### src/rtl/berzerk_pkg.sv
// -----------------------------------------------------------------------------
// berzerk_pkg
// Shared definitions for the download/NVRAM port arbiter:
//   - arb_state_e : arbiter FSM states
//   - arb_out_t   : bundle of every registered arbiter output
//   - ROM_INDEX / NVRAM_INDEX : default ioctl_index values for ROM and NVRAM
//   - DN_AW / DN_DW : core download-port address and data widths
//   - is_hs_state() : true while the hiscore engine owns or is taking the port
// -----------------------------------------------------------------------------
package berzerk_pkg;

  localparam int DN_AW = 16;
  localparam int DN_DW = 8;

  localparam logic [7:0] ROM_INDEX   = 8'd0;
  localparam logic [7:0] NVRAM_INDEX = 8'd4;

  typedef enum logic [2:0] {
    ST_IDLE       = 3'd0,
    ST_IOCTL      = 3'd1,
    ST_HS_PAUSE   = 3'd2,
    ST_HS_SETTLE  = 3'd3,
    ST_HS_GRANT   = 3'd4,
    ST_HS_RELEASE = 3'd5
  } arb_state_e;

  typedef struct packed {
    logic             ioctl_wait;
    logic             pause_req;
    logic             hs_gnt;
    logic             busy;
    logic             dn_wr;
    logic             dn_nvram_wr;
    logic             dn_nvram;
    logic [DN_AW-1:0] dn_addr;
    logic [DN_DW-1:0] dn_data;
  } arb_out_t;

  // The HPS is stalled from the moment the hiscore engine starts acquiring
  // the port until the release cycle has completed.
  function automatic logic is_hs_state(arb_state_e s);
    return s inside {ST_HS_PAUSE, ST_HS_SETTLE, ST_HS_GRANT, ST_HS_RELEASE};
  endfunction

endpackage

### src/rtl/dn_port_arbiter_if.sv
// -----------------------------------------------------------------------------
// dn_port_arbiter_if
// The core's single download/NVRAM port.
//   dn_addr     : port address (ROM/NVRAM byte address)
//   dn_data     : write data
//   dn_wr       : ROM write strobe
//   dn_nvram_wr : NVRAM write strobe
//   dn_nvram    : port currently addresses NVRAM
// Modports: master = arbiter (drives the port), slave = game core.
// -----------------------------------------------------------------------------
interface dn_port_arbiter_if;
  import berzerk_pkg::*;

  logic [DN_AW-1:0] dn_addr;
  logic [DN_DW-1:0] dn_data;
  logic             dn_wr;
  logic             dn_nvram_wr;
  logic             dn_nvram;

  modport master (
    output dn_addr, dn_data, dn_wr, dn_nvram_wr, dn_nvram
  );

  modport slave (
    input dn_addr, dn_data, dn_wr, dn_nvram_wr, dn_nvram
  );
endinterface

### src/rtl/arb_timer.sv
// -----------------------------------------------------------------------------
// arb_timer
// Two counters used by the arbiter while acquiring the CPU pause.
//   clk_sys, reset : system clock, synchronous active-high reset
//   load_i         : load the settle counter with load_val_i
//   load_val_i     : settle reload value
//   dec_i          : decrement the settle counter (saturates at 0)
//   run_i          : timeout counter counts while high, clears while low
//   done_o         : settle counter is 0
//   expire_o       : timeout counter is all-ones
// -----------------------------------------------------------------------------
module arb_timer #(
  parameter int CNT_W     = 4,
  parameter int TIMEOUT_W = 16
) (
  input  logic             clk_sys,
  input  logic             reset,
  input  logic             load_i,
  input  logic [CNT_W-1:0] load_val_i,
  input  logic             dec_i,
  input  logic             run_i,
  output logic             done_o,
  output logic             expire_o
);

  logic [CNT_W-1:0]     cnt_q;
  logic [TIMEOUT_W-1:0] to_q;

  // NOTE: state is updated only with non-blocking assignments so that every
  // register samples the pre-edge value of every other register.
  always_ff @(posedge clk_sys) begin
    if (reset) begin
      cnt_q <= '0;
      to_q  <= '0;
    end else begin
      if (load_i) begin
        cnt_q <= load_val_i;
      end else if (dec_i && (cnt_q != '0)) begin
        cnt_q <= cnt_q - CNT_W'(1);
      end
      // Clearing whenever the arbiter is outside the pause wait means each
      // entry into the wait starts a fresh timeout window.
      to_q <= run_i ? (to_q + TIMEOUT_W'(1)) : '0;
    end
  end

  assign done_o   = (cnt_q == '0);
  assign expire_o = &to_q;

endmodule

### src/rtl/dn_port_arbiter.sv
// -----------------------------------------------------------------------------
// dn_port_arbiter
// Owns the core's download/NVRAM port and shares it between the HPS ioctl
// stream and the hiscore NVRAM engine. The hiscore engine is only granted
// after the CPU has been paused and the pause has been stable for SETTLE
// cycles; the HPS is stalled while the engine holds or acquires the port.
//   clk_sys, reset  : system clock, synchronous active-high reset
//   ioctl_*         : HPS transfer (download, index, addr, dout, wr)
//   ioctl_wait      : stall to the HPS
//   hs_req          : hiscore level request, hs_address its port address
//   hs_gnt          : hiscore engine owns the port
//   hs_abort        : one-cycle pulse when the pause never arrived
//   paused          : CPU-paused status, pause_req its request
//   dn              : core download port (master side)
//   busy            : arbiter is not idle
// Every output is registered; outputs are decoded from the next state so
// they change on the same edge as the state.
// -----------------------------------------------------------------------------
module dn_port_arbiter #(
  parameter logic [7:0] ROM_INDEX   = berzerk_pkg::ROM_INDEX,
  parameter logic [7:0] NVRAM_INDEX = berzerk_pkg::NVRAM_INDEX,
  parameter int         HS_AW       = 10,
  parameter int         SETTLE      = 4,   // legal range 1..15
  parameter int         TIMEOUT_W   = 16
) (
  input  logic              clk_sys,
  input  logic              reset,
  input  logic              ioctl_download,
  input  logic [7:0]        ioctl_index,
  input  logic [24:0]       ioctl_addr,
  input  logic [7:0]        ioctl_dout,
  input  logic              ioctl_wr,
  output logic              ioctl_wait,
  input  logic              hs_req,
  input  logic [HS_AW-1:0]  hs_address,
  output logic              hs_gnt,
  output logic              hs_abort,
  input  logic              paused,
  output logic              pause_req,
  dn_port_arbiter_if.master dn,
  output logic              busy
);

  import berzerk_pkg::arb_state_e, berzerk_pkg::arb_out_t,
         berzerk_pkg::DN_AW, berzerk_pkg::is_hs_state,
         berzerk_pkg::ST_IDLE, berzerk_pkg::ST_IOCTL,
         berzerk_pkg::ST_HS_PAUSE, berzerk_pkg::ST_HS_SETTLE,
         berzerk_pkg::ST_HS_GRANT, berzerk_pkg::ST_HS_RELEASE;

  // Loading SETTLE-1 on the paused edge places the grant SETTLE+1 cycles
  // after paused is first seen.
  localparam logic [3:0] SETTLE_LOAD = 4'(SETTLE - 1);

  arb_state_e state_q, state_d;
  arb_out_t   out_q, out_d;
  logic       hs_abort_q, hs_abort_d;
  logic       settle_done;
  logic       pause_expired;
  logic       index_rom;
  logic       index_nvram;
  logic       unused_addr_hi;

  assign index_rom      = (ioctl_index == ROM_INDEX);
  assign index_nvram    = (ioctl_index == NVRAM_INDEX);
  // The core port is 16 bits wide; the upper transfer address bits are dropped.
  assign unused_addr_hi = ^ioctl_addr[24:16];

  arb_timer #(
    .CNT_W     (4),
    .TIMEOUT_W (TIMEOUT_W)
  ) u_timer (
    .clk_sys    (clk_sys),
    .reset      (reset),
    .load_i     ((state_q == ST_HS_PAUSE) && (state_d == ST_HS_SETTLE)),
    .load_val_i (SETTLE_LOAD),
    .dec_i      (state_q == ST_HS_SETTLE),
    .run_i      (state_q == ST_HS_PAUSE),
    .done_o     (settle_done),
    .expire_o   (pause_expired)
  );

  // Next-state logic. A falling hs_req always wins inside the hiscore states
  // so the engine can withdraw at any point of the acquisition.
  // NOTE: every variable gets a default at the top of the block, so no path
  // leaves it unassigned and no latch is inferred.
  always_comb begin
    state_d    = state_q;
    hs_abort_d = 1'b0;
    case (state_q)
      ST_IDLE: begin
        if (ioctl_download)  state_d = ST_IOCTL;
        else if (hs_req)     state_d = ST_HS_PAUSE;
      end
      ST_IOCTL: begin
        if (!ioctl_download) state_d = ST_IDLE;
      end
      ST_HS_PAUSE: begin
        if (!hs_req) begin
          state_d = ST_HS_RELEASE;
        end else if (paused) begin
          state_d = ST_HS_SETTLE;
        end else if (pause_expired) begin
          state_d    = ST_HS_RELEASE;
          hs_abort_d = 1'b1;
        end
      end
      ST_HS_SETTLE: begin
        if (!hs_req)          state_d = ST_HS_RELEASE;
        else if (!paused)     state_d = ST_HS_PAUSE;
        else if (settle_done) state_d = ST_HS_GRANT;
      end
      ST_HS_GRANT: begin
        if (!hs_req)         state_d = ST_HS_RELEASE;
      end
      ST_HS_RELEASE: begin
        state_d = ST_IDLE;
      end
      default: begin
        state_d = ST_IDLE;
      end
    endcase
  end

  // Output decode from the next state, so the registered outputs line up
  // with the registered state.
  always_comb begin
    out_d            = '0;
    out_d.busy       = (state_d != ST_IDLE);
    out_d.ioctl_wait = is_hs_state(state_d);
    out_d.pause_req  = state_d inside {ST_HS_PAUSE, ST_HS_SETTLE, ST_HS_GRANT};
    out_d.hs_gnt     = (state_d == ST_HS_GRANT);
    case (state_d)
      ST_IOCTL: begin
        out_d.dn_addr     = ioctl_addr[15:0];
        out_d.dn_data     = ioctl_dout;
        out_d.dn_wr       = ioctl_wr & index_rom;
        out_d.dn_nvram_wr = ioctl_wr & index_nvram;
        out_d.dn_nvram    = index_nvram;
      end
      ST_HS_GRANT: begin
        // The hiscore engine only reads/writes NVRAM through its own path;
        // the strobes stay low and only the address is presented.
        out_d.dn_addr  = DN_AW'(hs_address);
        out_d.dn_nvram = 1'b1;
      end
      default: begin
      end
    endcase
  end

  always_ff @(posedge clk_sys) begin
    if (reset) begin
      state_q    <= ST_IDLE;
      out_q      <= '0;
      hs_abort_q <= 1'b0;
    end else begin
      state_q    <= state_d;
      out_q      <= out_d;
      hs_abort_q <= hs_abort_d;
    end
  end

  assign ioctl_wait     = out_q.ioctl_wait;
  assign pause_req      = out_q.pause_req;
  assign hs_gnt         = out_q.hs_gnt;
  assign busy           = out_q.busy;
  assign hs_abort       = hs_abort_q;
  assign dn.dn_addr     = out_q.dn_addr;
  assign dn.dn_data     = out_q.dn_data;
  assign dn.dn_wr       = out_q.dn_wr;
  assign dn.dn_nvram_wr = out_q.dn_nvram_wr;
  assign dn.dn_nvram    = out_q.dn_nvram;

endmodule

### src/flat_wrapper.sv
// flat-port wrapper written by rule: the top's interface ports become plain ports
module dn_port_arbiter_flat import berzerk_pkg::arb_state_e, berzerk_pkg::arb_out_t,
         berzerk_pkg::DN_AW, berzerk_pkg::is_hs_state,
         berzerk_pkg::ST_IDLE, berzerk_pkg::ST_IOCTL,
         berzerk_pkg::ST_HS_PAUSE, berzerk_pkg::ST_HS_SETTLE,
         berzerk_pkg::ST_HS_GRANT, berzerk_pkg::ST_HS_RELEASE;
#(
  parameter logic [7:0] ROM_INDEX   = berzerk_pkg::ROM_INDEX,
  parameter logic [7:0] NVRAM_INDEX = berzerk_pkg::NVRAM_INDEX,
  parameter int         HS_AW       = 10,
  parameter int         SETTLE      = 4,                       
  parameter int         TIMEOUT_W   = 16
)
  (clk_sys, reset, ioctl_download, ioctl_index, ioctl_addr, ioctl_dout, ioctl_wr, ioctl_wait, hs_req, hs_address, hs_gnt, hs_abort, paused, pause_req, busy, dn_dn_addr, dn_dn_data, dn_dn_wr, dn_dn_nvram_wr, dn_dn_nvram);
  dn_port_arbiter_if dn_i ();
  input  logic clk_sys;
  input  logic reset;
  input  logic ioctl_download;
  input  logic [7:0] ioctl_index;
  input  logic [24:0] ioctl_addr;
  input  logic [7:0] ioctl_dout;
  input  logic ioctl_wr;
  output logic ioctl_wait;
  input  logic hs_req;
  input  logic [HS_AW-1:0] hs_address;
  output logic hs_gnt;
  output logic hs_abort;
  input  logic paused;
  output logic pause_req;
  output logic busy;
  output wire logic [$bits(dn_i.dn_addr)-1:0] dn_dn_addr;
  output wire logic [$bits(dn_i.dn_data)-1:0] dn_dn_data;
  output wire logic [$bits(dn_i.dn_wr)-1:0] dn_dn_wr;
  output wire logic [$bits(dn_i.dn_nvram_wr)-1:0] dn_dn_nvram_wr;
  output wire logic [$bits(dn_i.dn_nvram)-1:0] dn_dn_nvram;
  assign dn_dn_addr = dn_i.dn_addr;
  assign dn_dn_data = dn_i.dn_data;
  assign dn_dn_wr = dn_i.dn_wr;
  assign dn_dn_nvram_wr = dn_i.dn_nvram_wr;
  assign dn_dn_nvram = dn_i.dn_nvram;
  dn_port_arbiter #(.ROM_INDEX(ROM_INDEX), .NVRAM_INDEX(NVRAM_INDEX), .HS_AW(HS_AW), .SETTLE(SETTLE), .TIMEOUT_W(TIMEOUT_W)) u_core (.clk_sys(clk_sys), .reset(reset), .ioctl_download(ioctl_download), .ioctl_index(ioctl_index), .ioctl_addr(ioctl_addr), .ioctl_dout(ioctl_dout), .ioctl_wr(ioctl_wr), .ioctl_wait(ioctl_wait), .hs_req(hs_req), .hs_address(hs_address), .hs_gnt(hs_gnt), .hs_abort(hs_abort), .paused(paused), .pause_req(pause_req), .dn(dn_i), .busy(busy));
endmodule
### config.mk
export PLATFORM = sky130hd
export DESIGN_NAME = dn_port_arbiter_flat
export DESIGN_NICKNAME = d
export VERILOG_FILES = /design/src/rtl/berzerk_pkg.sv /design/src/rtl/dn_port_arbiter_if.sv /design/src/rtl/arb_timer.sv /design/src/rtl/dn_port_arbiter.sv /design/src/flat_wrapper.sv
export SDC_FILE = /design/constraint.sdc
export NUM_CORES = 1
export LEC_CHECK = 0
export ABC_AREA = 1
export CORE_MARGIN = 4
export CORE_UTILIZATION = 45
export CTS_BUF_LIST = sky130_fd_sc_hd__clkbuf_16
export DETAILED_ROUTE_END_ITERATION = 12
export PLACE_DENSITY_LB_ADDON = 0.15
export SLEW_MARGIN = 10
export SYNTH_ARGS = -nofsm -noshare
export SYNTH_HDL_FRONTEND = slang
export SYNTH_HIERARCHICAL = 1
export SYNTH_SLANG_ARGS = --single-unit
### constraint.sdc
create_clock -name clk_sys -period 3.16 [get_ports clk_sys]
set_input_delay 0.316 -clock clk_sys [delete_from_list [all_inputs] [get_ports clk_sys]]
set_output_delay 0.316 -clock clk_sys [all_outputs]
set_load 0.01 [all_outputs]
==> run_results.csv, run 1 <==
group,metric,value,unit
timing,finalSetupViolCount,0,
clocking,clockBufferDepth,2,
timing,finalHoldViolCount,0,
timing,grt_setup_unrepaired,"no",
detailed_routing,post-route-drc-count,0,
die,io_pins,89,
power_and_ir_drop,p_leak,1.49,nW
clocking,cts_setup_buffers,0,
final_layout,fin_nets,476,
clocking,htree_levels,2,
grt,grt_pass1_wl,9060,um
critical_path,slowest_delay,0.37,ns
synthesis,synth_area,2530,um2
critical_path,cp.required,3.34,ns
placement,place_inst,482,
placement,gp_congestion,0.837,
timing,fin_crit,2.53,ns
synthesis,ys_warn_count,6,
final_layout,num_antenna_cells,0,
timing,maxSlewViolCount,0,
power_and_ir_drop,vdd_ir_drop_max,304,uV
synthesis,synth_seq_area_share,0.434,
clocking,clk_latency,0.29,ns
critical_path,critPathTopFamily,"simple AND/OR/NAND/NOR gates",
job,cap_violations,0,
synthesis,synth_cell_types,30,
grt,grt_antenna_before_repair,0,
power_and_ir_drop,powerDensity,444,nW/um2
critical_path,cp_cell_sequence,"ha_1 -> nand2_2 -> nor3_4 -> nand4_1 -> nor2_1 -> inv_1 -> nand2_1 -> nand2_1 -> nand2_1 -> nand3_2 -> nand2_1 -> inv_1 -> nand2_1 -> nor2_1 -> buf_4 -> inv_1 -> nand2_1 -> o21ai_0 -> nor2_1",
clocking,cts_tree,"done",
die,die_x,83.1,um
detailed_routing,drt-initial-drc-count,58,
grt,grt.overflow.total,0,
clocking,cts_root_buf,"clkbuf_16",
clocking,cts-resized-gates,0,
clocking,clock-sinks,55,
synthesis,synth.avg_cell_area,7.61,um2
detailed_routing,via_per_inst,4.57,
final_layout,finalNonFillerCells,490,
grt,groute.usage.overall,0.159,
timing,whs,0.472,ns
timing,timing.final.crit_share,0.799,
placement,io_buffer_count,79,
final_layout,final_common_cell,"clkdlybuf4s50_1",
die,start_util,0.463,
detailed_routing,first_pass_iters,4,
final_layout,final_cell_mix,"clkdlybuf4s50_1 (79), nand2_1 (68), dfxtp_1 (55), inv_1 (54), nor2_1 (40)",
final_layout,stdcell_area,3540,um2
final_layout,drive_gt1_frac,0.108,
detailed_routing,vias,2241,
detailed_routing,ant_nets,0,
status,status,"complete, no violations",
grt,grt_pass1_vias,2060,
timing,finalSetupTns,0,ns
min_path,hold_path_class,"flip-flop to flip-flop",
placement,dp_hpwl,4150,um
detailed_routing,wire_per_inst,11.1,um
timing,fin_worst_skew,0.00895,ns
clocking,cts_buffers,5,
critical_path,crit_fanout,8,
die,rows,27,
clocking,cts_hold_buf,0,
grt,grt_start_max_net_pins,18,
critical_path,worst_setup_path_end_kind,"flip-flop",
critical_path,crit_buf_inv,4,
detailed_routing,routed_wirelength,5450,um
critical_path,worstPathArrival,2.71,ns
clocking,clk_pin_slew,0.07,ns
final_layout,fillCellCount,498,
critical_path,slowest_stage,"dfxtp_1",
critical_path,worstSetupStartpointType,"flip-flop",
critical_path,crit_type,"flip-flop to flip-flop",
die,core,5470,um2
synthesis,synth_cells,333,
critical_path,crit_path_frequent_cell,"nand2_1",
die,die_area,6900,um2
final_layout,syn2layout_area_growth,39.5,%
timing,fmax,396,MHz
placement,dpl_cell_area,3370,um2
die,fp.dieH,83.1,um
synthesis,ys_ff_latch,55,
-- layout make-up --
cell class	count	area, um2	share of cell area
tap	72	90.1	0.0255
inverter	55	206	0.0584
sequential	55	1100	0.311
clock buffer	5	125	0.0354
timing repair buffer	80	798	0.226
multi-input combinational	220	1170	0.332
clock inverter	3	42.5	0.0120
-- per-layer routing --
| metal | GRT usage | wire [um] | vias to the layer above |
|---|---|---|---|
| met3 | 0.0456 | 312 | 5 |
| met2 | 0.274 | 2600 | 59 |
| met1 | 0.192 | 2480 | 977 |
| met5 | 0 | 0 | - |
| met4 | 0.0446 | 64 | 0 |
| li1 | - | - | 1200 |
-- where the power goes --
group | switching, mW | internal, mW | total (mW)
clock | 0.250 | 0.374 | 0.625
sequential | 0.00962 | 0.719 | 0.729
combinational | 0.101 | 0.116 | 0.217
total | 0.361 | 1.21 | 1.57
-- cell families after synthesis --
group / count (synthesis) / synth area share
other cells: 2 / 0.00296
compound gates: 28 / 0.0642
simple gates: 186 / 0.383
buf+inv: 60 / 0.106
fa+ha+maj: 2 / 0.00987
flops: 55 / 0.434
-- through the flow --
step,worst slack (ns),total power [mW],util
detailed placement,0.597,0.964,0.616
global route,0.308,1.63,0.646
CTS,0.577,1.59,0.646
finish,0.635,1.57,0.646
floorplan,0.789,0.851,-
global placement,0.631,0.962,0.616
-- worst reg2reg max path: stages, from the launching register on --
cell	delay (ns)
dfxtp_1	0.37
ha_1	0.20
nand2_2	0.12
nor3_4	0.26
nand4_1	0.11
nor2_1	0.14
inv_1	0.09
nand2_1	0.06
nand2_1	0.05
nand2_1	0.07
nand3_2	0.09
nand2_1	0.10
inv_1	0.06
nand2_1	0.05
nor2_1	0.04
buf_4	0.17
inv_1	0.11
nand2_1	0.11
o21ai_0	0.17
nor2_1	0.05
-- path summary, 6_finish.rpt --
check / slack, ns / from / endpoint / depth (start not counted)
setup reg to reg: 0.63 / u_core/u_timer/to_q[0] / u_core/u_timer/cnt_q[1] / 19
hold reg to reg: 0.47 / u_core/u_timer/to_q[15] / u_core/u_timer/to_q[15] / 2
setup / recovery: 0.63 / u_core/u_timer/to_q[0] / u_core/u_timer/cnt_q[1] / 19
hold / removal: 0.47 / u_core/u_timer/to_q[15] / u_core/u_timer/to_q[15] / 2
-- state kept, by name, summed over array words and instances (netlist names) --
| signal | count |
|---|---|
| u_core/hs_gnt | 1 |
| u_core/dn.dn_wr | 1 |
| u_core/u_timer/cnt_q | 4 |
| u_core/busy | 1 |
| u_core/ioctl_wait | 1 |
| u_core/dn.dn_nvram | 1 |
| u_core/state_q | 3 |
| u_core/pause_req | 1 |
| u_core/dn.dn_nvram_wr | 1 |
| u_core/dn.dn_addr | 16 |
| u_core/u_timer/to_q | 16 |
| u_core/hs_abort | 1 |
| u_core/dn.dn_data | 8 |
-- cell usage after synthesis --
cell type	number	area share
nand2_4	1	0.0044
nor3_4	1	0.0064
inv_1	53	0.078
o21ai_1	2	0.0039
o21ai_0	9	0.018
nand4_1	7	0.017
a21oi_1	12	0.024
nand3_4	2	0.014
nand3_2	3	0.012
a31oi_1	1	0.0025
nor2_1	40	0.059
dfxtp_1	55	0.43
o21a_1	1	0.0030
a21oi_4	1	0.0064
nand3_1	34	0.067
nor3_1	4	0.0079
nand2_1	68	0.10
buf_4	2	0.0059
conb_1	2	0.0030
a21oi_2	2	0.0069
buf_6	1	0.0044
buf_12	1	0.0079
nand3b_1	1	0.0030
nor2_4	15	0.067
ha_1	2	0.0099
nand2_2	7	0.017
inv_2	2	0.0030
or2_2	1	0.0025
nor2_2	2	0.0049
buf_8	1	0.0059
No activity file was read; power rests on OpenSTA's default activity.
==> run 2, diff against run 1 <==
--- a/config.mk
+++ b/config.mk
@@ -7,7 +7,7 @@
 export LEC_CHECK = 0
 export ABC_AREA = 1
 export CORE_MARGIN = 4
-export CORE_UTILIZATION = 45
+export CORE_UTILIZATION = 41
 export CTS_BUF_LIST = sky130_fd_sc_hd__clkbuf_16
 export DETAILED_ROUTE_END_ITERATION = 12
 export PLACE_DENSITY_LB_ADDON = 0.15
==> constraint.sdc (replaced) <==
create_clock -name clk_sys -period 2.05 [get_ports clk_sys]
set_input_delay 0.205 -clock clk_sys [delete_from_list [all_inputs] [get_ports clk_sys]]
set_output_delay 0.205 -clock clk_sys [all_outputs]
set_load 0.01 [all_outputs]
==> run 2 against run 1 <==
  * Sequential share of layout area is 3.6 points lower
  * Register-to-register slack worse by 0.63 ns
  * Design area is 14% higher
  * Core utilization is 3.0 points higher
  * Critical path type unchanged
  * Critical endpoint is now u_core/u_timer/cnt_q[3]
  * Largest cell class unchanged
  * Largest power group unchanged
==> run_results.csv, run 2 (same netlist as run 1, synthesis figures left out) <==
group,metric,value,unit
critical_path,slowest_delay,0.35,ns
detailed_routing,vias,2451,
power_and_ir_drop,combPwrFrac,0.186,
critical_path,worst_setup_path_end_kind,"flip-flop",
placement,dp_hpwl,4650,um
die,fp.dieH,86.6,um
power_and_ir_drop,p_int,1.82,mW
placement,place_inst,509,
final_layout,syn2layout_area_growth,58.8,%
job,cap_violations,0,
final_layout,num_antenna_cells,0,
critical_path,crit_path_start,"u_core/u_timer/to_q[1]",
critical_path,worstPathArrival,2.28,ns
power_and_ir_drop,power.share.clock,0.352,
detailed_routing,routed_wirelength,6330,um
grt,grt_pass1_wl,10000,um
grt,grt_antenna_before_repair,0,
grt,groute.usage.overall,0.166,
timing,finalHoldViolCount,0,
clocking,cts_hold_buf,0,
power_and_ir_drop,p_leak,1.69,nW
critical_path,cp.required,2.28,ns
clocking,clockBufferDepth,2,
detailed_routing,via_per_inst,4.64,
critical_path,r2r_start,"u_core/u_timer/to_q[1]",
power_and_ir_drop,power.total,2.44,mW
timing,fin_worst_skew,0.00720,ns
critical_path,slowest_stage,"dfxtp_2",
critical_path,crit_fanout,8,
clocking,clk_pin_slew,0.08,ns
power_and_ir_drop,powerDensity,605,nW/um2
final_layout,fin_nets,511,
final_layout,finalNonFillerCells,528,
die,rows,28,
timing,finalSetupViolCount,0,
timing,grt_setup_unrepaired,"yes",
power_and_ir_drop,vdd_ir_drop_max,423,uV
clocking,cts_buffers,5,
critical_path,crit_path_frequent_cell,"nand2_1",
power_and_ir_drop,p_sw_frac,0.254,
critical_path,cp_cell_sequence,"ha_4 -> nand2_4 -> nor3_4 -> nand4_1 -> nor2_2 -> inv_1 -> nand2_1 -> nand2_1 -> nand2_1 -> nand3_2 -> nand2_2 -> inv_2 -> nand2_2 -> nor2_4 -> inv_2 -> nand3b_1 -> nand2_1 -> inv_1 -> a21oi_2",
die,start_util,0.426,
final_layout,drive_gt1_frac,0.272,
min_path,hold_start,"ioctl_addr[14]",
min_path,hold_path_class,"input port to flip-flop",
final_layout,final_cell_mix,"clkdlybuf4s50_1 (79), nand2_1 (63), inv_1 (48), dfxtp_1 (48), nor2_1 (35)",
power_and_ir_drop,power_frac_seq,0.461,
critical_path,worstSetupStartpointType,"flip-flop",
grt,grt_pass1_vias,2316,
die,die_area,7500,um2
placement,io_buffer_count,79,
clocking,clk_latency,0.29,ns
clocking,cts_root_buf,"clkbuf_16",
detailed_routing,ant_nets,0,
final_layout,fillCellCount,508,
final_layout,final_common_cell,"clkdlybuf4s50_1",
detailed_routing,post-route-drc-count,0,
detailed_routing,first_pass_iters,4,
placement,gp_congestion,0.842,
detailed_routing,wire_per_inst,12.0,um
timing,maxSlewViolCount,0,
die,die_x,86.6,um
timing,fin_crit,2.04,ns
timing,fmax,489,MHz
die,core,5960,um2
die,io_pins,89,
timing,timing.final.crit_share,0.997,
power_and_ir_drop,p_sw,619,uW
clocking,htree_levels,2,
clocking,cts_tree,"done",
grt,grt.overflow.total,0,
status,status,"complete, no violations",
detailed_routing,drt-initial-drc-count,89,
clocking,clock-sinks,55,
grt,grt_start_max_net_pins,19,
critical_path,crit_type,"flip-flop to flip-flop",
-- run 2: repair_timing --
| item | CTS | global route |
|---|---|---|
| endpoints found under the setup margin | 19 | 36 |
| setup buffers | 5 | 5 |
| gates resized for setup | 13 | 41 |
| pin swaps | 12 | 23 |
| cloned | 1 | 0 |
-- run 2: stage by stage --
step | hold slack (ns) | util | setup slack, ns | setup TNS [ns] | area, um2
after floorplan | 0.274 | - | 0.00173 | 0 | 2560
after global placement | 0.458 | 0.600 | -0.0360 | -0.0697 | 3570
after detailed placement | 0.463 | 0.600 | -0.101 | -0.775 | 3570
after CTS | 0.424 | 0.642 | -0.0327 | -0.0759 | 3820
after global routing | 0.435 | 0.676 | -0.184 | -2.81 | 4030
final | 0.433 | 0.676 | 0.00653 | 0 | 4030
-- run 2: area by class of cell --
cell class                      instances  area, um2  share of cell area
Sequential cell                        55       1110               0.276
Clock buffer                            5        125              0.0311
Tap cell                               75       93.8              0.0233
Clock inverter                          3       22.5             0.00559
Multi-Input combinational cell        221       1350               0.336
Inverter                               55        209              0.0519
Timing Repair Buffer                  114       1110               0.276
-- run 2: power groups by stage --
stage / sequential [mW] / clock (mW) / combinational, mW
2_1_floorplan: 1.17 / 0 / 0.146
3_3_place_gp: 1.15 / 0 / 0.361
3_5_place_dp: 1.15 / 0 / 0.366
4_1_cts: 1.12 / 0.890 / 0.400
5_1_grt: 1.13 / 0.930 / 0.489
6_report: 1.12 / 0.858 / 0.454
-- run 2: per-layer routing --
metal / part of all wire / global-route usage
met5: 0 / 0
met4: 0.0095 / 0.0467
met3: 0.066 / 0.0504
met2: 0.53 / 0.300
met1: 0.39 / 0.188
-- run 2: critical path: cells and delay by family, from the launching register on --
family          cells  cell delay (ns)
compound gates      1             0.09
fa+ha+maj           1             0.15
buf+inv             4             0.24
flops               1             0.35
simple gates       13             1.14
-- run 2: final timing paths --
kind	end	slack, ns	depth (start not counted)
worst min register to register	u_core/u_timer/to_q[15]	0.49	2
worst max-delay path	u_core/u_timer/cnt_q[3]	0.007	19
worst max register to register	u_core/u_timer/cnt_q[3]	0.007	19
worst min-delay path	u_core/dn.dn_addr[14]	0.43	3
